<file path="src/rtl/regfile_bypass_sb.sv">
// Register file with same-cycle write-to-read bypass and a pending-write scoreboard.
// Latency: reads are combinational; writes, scoreboard and err update on the next clk edge.
// Backpressure: none internally; readNRdy tells decode when an operand is not yet valid so it can stall.
module regfile_bypass_sb #(
    parameter int WIDTH   = 16,
    parameter int NREGS   = 8,
    parameter int SEL_W   = 3,
    parameter int R0_ZERO = 0
) (
    input  logic             clk,
    input  logic             rst,
    input  logic [SEL_W-1:0] read1RegSel,
    input  logic [SEL_W-1:0] read2RegSel,
    output logic [WIDTH-1:0] read1Data,
    output logic [WIDTH-1:0] read2Data,
    output logic             read1Rdy,
    output logic             read2Rdy,
    input  logic             issueEn,
    input  logic [SEL_W-1:0] issueRegSel,
    input  logic             writeEn,
    input  logic [SEL_W-1:0] writeRegSel,
    input  logic [WIDTH-1:0] writeData,
    output logic [NREGS-1:0] pendingVec,
    output logic             err
);

    localparam bit R0EN = (R0_ZERO != 0);

    logic [WIDTH-1:0] regs [NREGS];

    logic issueAct;
    logic writeAct;
    logic sameReg;
    logic doubleAlloc;
    logic orphanWb;
    logic hit1;
    logic hit2;
    logic isZero1;
    logic isZero2;

    // Qualify issue/write (reg 0 is inert when hardwired) and detect protocol violations.
    always_comb begin
        issueAct    = issueEn & ~(R0EN & (issueRegSel == '0));
        writeAct    = writeEn & ~(R0EN & (writeRegSel == '0));
        sameReg     = (issueRegSel == writeRegSel);
        // A same-cycle write to the issued reg retires the old allocation, so it is not a double.
        doubleAlloc = issueAct & pendingVec[issueRegSel] & ~(writeAct & sameReg);
        // A same-cycle issue to the written reg makes the writeback legitimate.
        orphanWb    = writeAct & ~pendingVec[writeRegSel] & ~(issueAct & sameReg);
    end

    // Read ports: stored value, overridden by the in-flight writeback, then by hardwired zero.
    always_comb begin
        hit1    = writeEn & (writeRegSel == read1RegSel);
        hit2    = writeEn & (writeRegSel == read2RegSel);
        isZero1 = R0EN & (read1RegSel == '0);
        isZero2 = R0EN & (read2RegSel == '0);

        read1Data = regs[read1RegSel];
        if (hit1) begin
            read1Data = writeData;
        end
        if (isZero1) begin
            read1Data = '0;
        end

        read2Data = regs[read2RegSel];
        if (hit2) begin
            read2Data = writeData;
        end
        if (isZero2) begin
            read2Data = '0;
        end

        // A same-cycle issue is deliberately not seen here; it shows up via pendingVec next cycle.
        read1Rdy = ~pendingVec[read1RegSel] | hit1 | isZero1;
        read2Rdy = ~pendingVec[read2RegSel] | hit2 | isZero2;
    end

    // Register storage: cleared on reset, written by writeback.
    always_ff @(posedge clk) begin
        if (!rst) begin
            for (int i = 0; i < NREGS; i++) begin
                regs[i] <= '0;
            end
        end else if (writeAct) begin
            regs[writeRegSel] <= writeData;
        end
    end

    // Scoreboard: issue sets, writeback clears, issue wins when both target the same reg.
    always_ff @(posedge clk) begin
        if (!rst) begin
            pendingVec <= '0;
        end else begin
            for (int i = 0; i < NREGS; i++) begin
                if (issueAct && (issueRegSel == SEL_W'(i))) begin
                    pendingVec[i] <= 1'b1;
                end else if (writeAct && (writeRegSel == SEL_W'(i))) begin
                    pendingVec[i] <= 1'b0;
                end
            end
        end
    end

    // Sticky error flag; the offending operation still takes effect above.
    always_ff @(posedge clk) begin
        if (!rst) begin
            err <= 1'b0;
        end else if (doubleAlloc || orphanWb) begin
            err <= 1'b1;
        end
    end

endmodule

</file>
<file path="config.mk">
export PLATFORM = sky130hd
export DESIGN_NAME = regfile_bypass_sb
export DESIGN_NICKNAME = d
export VERILOG_FILES = /design/src/rtl/regfile_bypass_sb.sv
export SDC_FILE = /design/constraint.sdc
export NUM_CORES = 1
export LEC_CHECK = 0
export ABC_CLOCK_PERIOD_IN_PS = 6700
export CORE_MARGIN = 2
export CORE_UTILIZATION = 60
export CTS_CLUSTER_SIZE = 12
export DETAILED_ROUTE_END_ITERATION = 7
export PLACE_DENSITY = 0.85
export SYNTH_ARGS = -nofsm -noshare
export SYNTH_HDL_FRONTEND = slang
export SYNTH_SLANG_ARGS = --single-unit
export TNS_END_PERCENT = 20
</file>
<file path="constraint.sdc">
create_clock -name clk -period 6.7 [get_ports clk]
set_clock_uncertainty 0.1 [all_clocks]
set_input_delay 1.34 -clock clk [delete_from_list [all_inputs] [get_ports clk]]
set_output_delay 1.34 -clock clk [all_outputs]
set_load 0.01 [all_outputs]
</file>
==> parameters.txt <==
Parameter                              Value

Floorplanning
  Die Outline Area    14200 µm²
  Io pins    75
  Placeable core region    about 13000 µm²
  Die span in x    between 100 and 150 µm
  Std cell rows    42
  Die Y    119 µm
  Effective utilization at floorplan    0.608

Run
  Max_cap viols    0

Timing
  Worst slew margin relative to its limit    0.0965
  Total of endpoints with negative setup slack in the final report    0
  Crit path time final    ~5.7 ns
  Number of max-slew violations in the final report    0
  Period Utilization, post-route    0.856
  Transition time of the tightest slew-check pin    1.35 ns
  Maximum clock frequency    between 150 and 200 MHz
  Setup repair after global routing missed its margin    no
  Final number of hold-violating endpoints    0
  Worst path setup slack after routing    a little under 1 ns
  Final total negative setup slack    0 ns

Yosys
  Portion of the post-synthesis area used by sequential elements    0.506
  Gate count after technology mapping    approximately 540
  Cell taking the most area after synthesis    sky130_fd_sc_hd__edfxtp_1
  Number of different library cells in the post-synthesis netlist    33
  Netlist area before placement    a little under 8000 µm²
  Number of enable flip-flop cells after synthesis    ~130
  Area share of the largest cell type after synthesis    0.483
  Synth area leaders    sky130_fd_sc_hd__edfxtp_1 48%, sky130_fd_sc_hd__mux4_1 18%, sky130_fd_sc_hd__and2_1 10%
  Most used DFF post-synth    sky130_fd_sc_hd__edfxtp_1
  FFs w/ async S/R, synth    0
  Synthesis warning total    0
  Nets in the synthesized netlist    between 500 and 600
  Number of synthesized register bits    around 140
  Per-instance average area after synthesis    ~15 µm²
  Ranking of synthesized cells by instance count    128 x sky130_fd_sc_hd__and2_1, 128 x sky130_fd_sc_hd__edfxtp_1, 56 x sky130_fd_sc_hd__mux4_1, 38 x sky130_fd_sc_hd__nor2_1, 35 x sky130_fd_sc_hd__mux2i_1

Route
  Number of remaining DRC errors    0
  Antenna Violating Nets Remaining    0
  Initial drt markers    480
  Number of vias after detailed routing    around 5300
  Sum of routed wire length over all layers    roughly 21 mm
  Initial DRT Pass Iterations    5
  Average wire per standard cell    25.6 µm
  Via count normalized by instance count    around 6.6

GRT
  Maximum number of pins on one net before global-route repair    36
  Number of global-route vias before repair    5424
  Fraction of met3 tracks used by global routing    0.0589
  Wire length of the first global-routing pass    31.1 mm
  Overflow left after global routing    0
  Total routing usage reported by global routing    0.301
  Global routing met2 resource utilization    0.504
  Met1 layer usage reported by global route    0.384
  Antenna violations before repair    0
  Routing layer with the top usage in global route    met2

Clock network
  Cell chosen for the clock root    sky130_fd_sc_hd__clkbuf_16
  Inserted Clock Buffers    17
  Clock network latency to the later pin of the worst-skew pair    around 0.43 ns
  Number of hold buffers added after CTS    0
  Number of gates resized after cts    0
  Clock Pin Slew Worst Setup and Hold Paths    0.06 ns
  TritonCTS clock tree    done
  CTS Buffer Depth    2
  Number of buffers inserted by post-CTS setup repair    0
  Total number of clock tree sinks    roughly 140
  H-tree lvl count    4

Setup path
  Maximum net fanout on the critical path    33
  Cell count of the worst reg-to-reg path    4
  Worst Path Arrival    ~4.3 ns
  Worst setup path class    input pin to output port
  CP startpoint    writeRegSel[1]
  Required @ worst endpoint    ~5.3 ns
  Sort of element at the end of the critical path    output port
  Setup crit start kind    input pin
  RR Startpoint    pendingVec[7]
  Worst R2R End    err
  Slack of the worst reg-to-reg path    5.28 ns

Placement
  Post-place setup slack    between 1 and 1.5 ns
  Placer congestion estimate    just under 0.8
  Half-perimeter wire length after placement    12.3 mm
  Port-buffer cells    74
  Dpl cells    slightly below 800

Finish
  FILL cells    between 800 and 900
  Layout net count    650
  Area of all sequential standard cells    4020 µm²
  Finished Layout Cells    between 800 and 900
  Area of the multi-input gates    3650 µm²
  Fraction of layout cells with a size suffix above 1    0.117
  Area added between synthesis and finish    19.1%
  Number of inserted diodes    0

Power
  Pwr Density    around 260 nW/µm²
  Worst vdd rail ir drop    approximately 0.00013 V
  Standby leakage power    0.00355 µW

Worst hold path
  Terminating pin of the worst hold path    pendingVec[0]
  Depth of the worst hold-timing path    2
  Min-Delay Startpoint    pendingVec[0]
  Class of the most critical hold timing path    flop to flop

Status
  Status    completed
## flip-flops by register name (all words and copies together) (netlist names)
name and count:
regs 128, pendingVec 8, err 1
## final cells by class
cell class | instances | share of cell area
Inverter | 8 | 0.00317
Clock buffer | 20 | 0.0461
Tap cell | 176 | 0.0232
Multi-Input combinational cell | 359 | 0.386
Clock inverter | 12 | 0.0234
Sequential cell | 137 | 0.425
Timing Repair Buffer | 95 | 0.0938
## layer usage
layer | routed length (µm) | up-vias | part of all wire
met3 | 1500 | 58 | 0.073
met1 | 7830 | 2695 | 0.38
met5 | 0 | - | 0
li1 | - | 2272 | -
met2 | 10600 | 295 | 0.51
met4 | 748 | 0 | 0.036
## placed cells by master, fill, tap and decap left out, drive strengths merged
cell,instances
clkinvlp,2
nand3,3
o22ai,6
dfxtp,9
o21ai,7
nor2,38
and3b,1
a21oi,33
bufinv,6
buf,23
clkbuf,20
a31oi,1
clkdlybuf4s50,72
edfxtp,128
mux2,2
nand2b,5
and2,128
clkinv,3
xnor2,9
o31ai,2
or2,1
nor3,2
a2bb2oi,1
mux4,71
o32ai,2
mux2i,35
nor2b,1
nand3b,1
nand4,3
inv,9
nand2,7
## critical path, cell delays in order
cell	delay, ns
sky130_fd_sc_hd__clkdlybuf4s50_1	0.89
sky130_fd_sc_hd__xnor2_1	0.21
sky130_fd_sc_hd__nand4_2	0.80
sky130_fd_sc_hd__a21oi_1	0.45
sky130_fd_sc_hd__clkdlybuf4s50_1	0.59
## logic make-up after synthesis
logic type                after synthesis  share of synthesized area
buffers and inverters                  48                     0.0373
muxes                                 108                      0.274
AOI/OAI and AO/OA                      52                     0.0359
xor gates and xnor gates                9                    0.00991
DFF                                   137                      0.506
and+or+nand+nor                       190                      0.137
## power breakdown
group | switching [µW] | total (µW) | internal [µW]
Clock | 362 | 1060 | 697
Combinational | 169 | 356 | 187
Sequential | 29.3 | 1020 | 992
## worst max-delay path by stage
stage / cells after the start / end
2_1_floorplan: 5 / read1Data[11]
3_3_place_gp: 5 / read1Data[15]
3_5_place_dp: 5 / read1Data[15]
4_1_cts: 5 / read1Data[10]
5_1_grt: 5 / read1Data[10]
6_report: 5 / read1Data[10]
## per-stage QoR
stage | instance area [µm²] | utilization | hold WS (ns) | power [µW]
finish | 9470 | 0.724 | 0.410 | 2440
global route | 9470 | 0.724 | 0.440 | 2500
global placement | 8810 | 0.673 | 0.402 | 1370
floorplan | 7960 | - | 0.410 | 1230
detailed placement | 8810 | 0.673 | 0.415 | 1390
CTS | 9470 | 0.723 | 0.413 | 2430
Note: power is estimated with default switching activity, not from simulation.
==> patch (same flow settings) <==
Put one more register stage on the output `err`, with the module's reset. The value now appears one clock later. The other outputs are not delayed to match. Comments in the files are not updated.
--- a/src/rtl/regfile_bypass_sb.sv
+++ b/src/rtl/regfile_bypass_sb.sv
@@ -25,6 +25,8 @@
 );
 
     localparam bit R0EN = (R0_ZERO != 0);
+
+    logic err_s0;
 
     logic [WIDTH-1:0] regs [NREGS];
 
@@ -106,9 +108,17 @@
     // Sticky error flag; the offending operation still takes effect above.
     always_ff @(posedge clk) begin
         if (!rst) begin
-            err <= 1'b0;
+            err_s0 <= 1'b0;
         end else if (doubleAlloc || orphanWb) begin
-            err <= 1'b1;
+            err_s0 <= 1'b1;
+        end
+    end
+
+    always_ff @(posedge clk) begin
+        if (!rst) begin
+            err <= '0;
+        end else begin
+            err <= err_s0;
         end
     end
 
Behaviour: not the same (Yosys sat finds a counterexample within 4 cycles, from zero or initial values and one cycle with rst low).
==> patch against the original RTL <==
Wire length grew 2.7%. Setup slack gained 0.22 ns. Critical endpoint is now read2Data[6]. Register-to-register slack lost 0.02 ns. Utilization shrank 0.084 points. Synthesized cell count grew 1.8%. Count of clock-buffer cells in the layout shrank 1. Power shrank 1.2%. Via count grew 3.5%. Cell area grew 0.69%. Sequential cell count grew 1. Area after synthesis grew 1.3%.
==> patch: results (changes against the original RTL) <==
The flow ran to the end, and the final reports show no timing, DRC or antenna violations. The met1 capacity usage during global routing is 0.370 (-0.0146). The pre-CTS worst setup slack is 1.28 ns (+0.266 ns). The total instance count after detailed placement is 785 (+1.3%). The detailed-route wire length came to 21200 µm (+2.7%). The number of vias per cell after detailed routing is 6.75 (+2.3%). The number of different library cells in the post-synthesis netlist is 34 (+3.0%). The endpoint identified for the worst register-to-register timing path is err_s0$_SDFFE_PN0P_.

The global-route track usage on met3 came out at 0.0665 (+0.00763). The via count of the first global-routing pass came out at 5460 (+0.66%). By area the synthesized netlist is led by edfxtp_1 48%, mux4_1 21%, and2_1 10%, mux2i_1 4.5%, dfxtp_1 2.5%. The met2 global-route usage came out at 0.532 (+0.0280). The commonest cells after synthesis are 129 x and2_1, 128 x edfxtp_1, 63 x mux4_1, 39 x nor2_1, 36 x mux2i_1. The non-filler instance count after layout was 816 (+1.1%).

The start point of the critical path is writeRegSel[0]. The HPWL after detailed placement was 12400 µm (+0.78%). The fill cell total of the finished layout came out at 777 (-3.5%). The sink of the worst hold path is err$_SDFF_PN0_. The cell depth of the worst hold path came out at 1 (-1). The total nets after synthesis came out at 586 (+1.7%).

The layout net count came out at 660 (+1.5%). The first-pass GRT wire length is 31700 µm (+2.0%). The leakage power total was 3.61 nW (+1.6%). The largest registers in the layout are regs x128, pendingVec x8. The worst hold path begins at err_s0$_SDFFE_PN0P_. The worst IR drop on VDD came out at 141 µV (+10%).

The worst hold slack across all endpoints is 0.390 ns (-0.0198 ns). The pin count of the biggest net entering global routing came to 35 (-2.8%). The critical path ends at read2Data[6].

The detailed-router iteration count before antenna repair is 8 (+3). The worst setup slack for register-to-register paths came out at 5.26 ns (-0.02 ns). The total routing resource utilization after global routing is 0.304 (+0.00314). The data arrival time at the worst-slack endpoint came to 4.07 ns (-0.22 ns). The headroom to the max-slew limit came out at 0.103 (+0.00609). The biggest fanout along the worst timing path is 24 (-27%).

The worst register-to-register path begins at pendingVec[1]$_SDFFE_PN0P_. The delay of the slowest critical-path stage is 0.85 ns (-0.04 ns). The final estimated routing congestion in global placement is 0.858 (+10%).
-- patch: changes by cell type in the layout (fill, tap and decap cells not counted), moves of 2 or more --
cell,unedited run,this run
nand4_1,2,4
inv_1,8,10
mux4_2,15,7
nand2_1,7,9
mux4_1,56,63
o2111a_1,0,2
-- patch: per-stage QoR --
step | total power [mW] | area, µm²
CTS | 2.40 | 9540
global route | 2.46 | 9540
detailed placement | 1.40 | 8910
floorplan | 1.24 | 8060
global placement | 1.38 | 8910
finish | 2.41 | 9540
-- patch: per-layer routing --
layer | part of all wire | routed length [µm] | vias up
li1 | - | - | 2323
met1 | 0.36 | 7710 | 2747
met2 | 0.52 | 11100 | 371
met3 | 0.088 | 1860 | 64
met4 | 0.025 | 527 | 0
met5 | 0 | 0 | -
-- patch: logic make-up (layout without fill, tap and decap cells) --
group / after synthesis / after routing / share of synthesized area
compound gates: 54 / 54 / 0.0385
xor+xnor: 9 / 9 / 0.00978
buf+inv: 51 / 137 / 0.0411
flops: 138 / 138 / 0.502
mux: 108 / 108 / 0.272
simple gates: 194 / 194 / 0.137
-- patch: layout make-up --
type,instances,share of cell area
tap,176,0.0231
multi-input combinational,365,0.388
clock buffer,19,0.0454
sequential,138,0.424
clock inverter,12,0.0207
timing repair buffer,96,0.0952
inverter,10,0.00394
-- patch: power by group --
part | switching [mW] | leakage [nW] | total [mW] | internal, mW
Clock | 0.358 | 0.305 | 1.02 | 0.658
Sequential | 0.0314 | 1.32 | 1.03 | 0.999
Combinational | 0.173 | 1.99 | 0.361 | 0.187
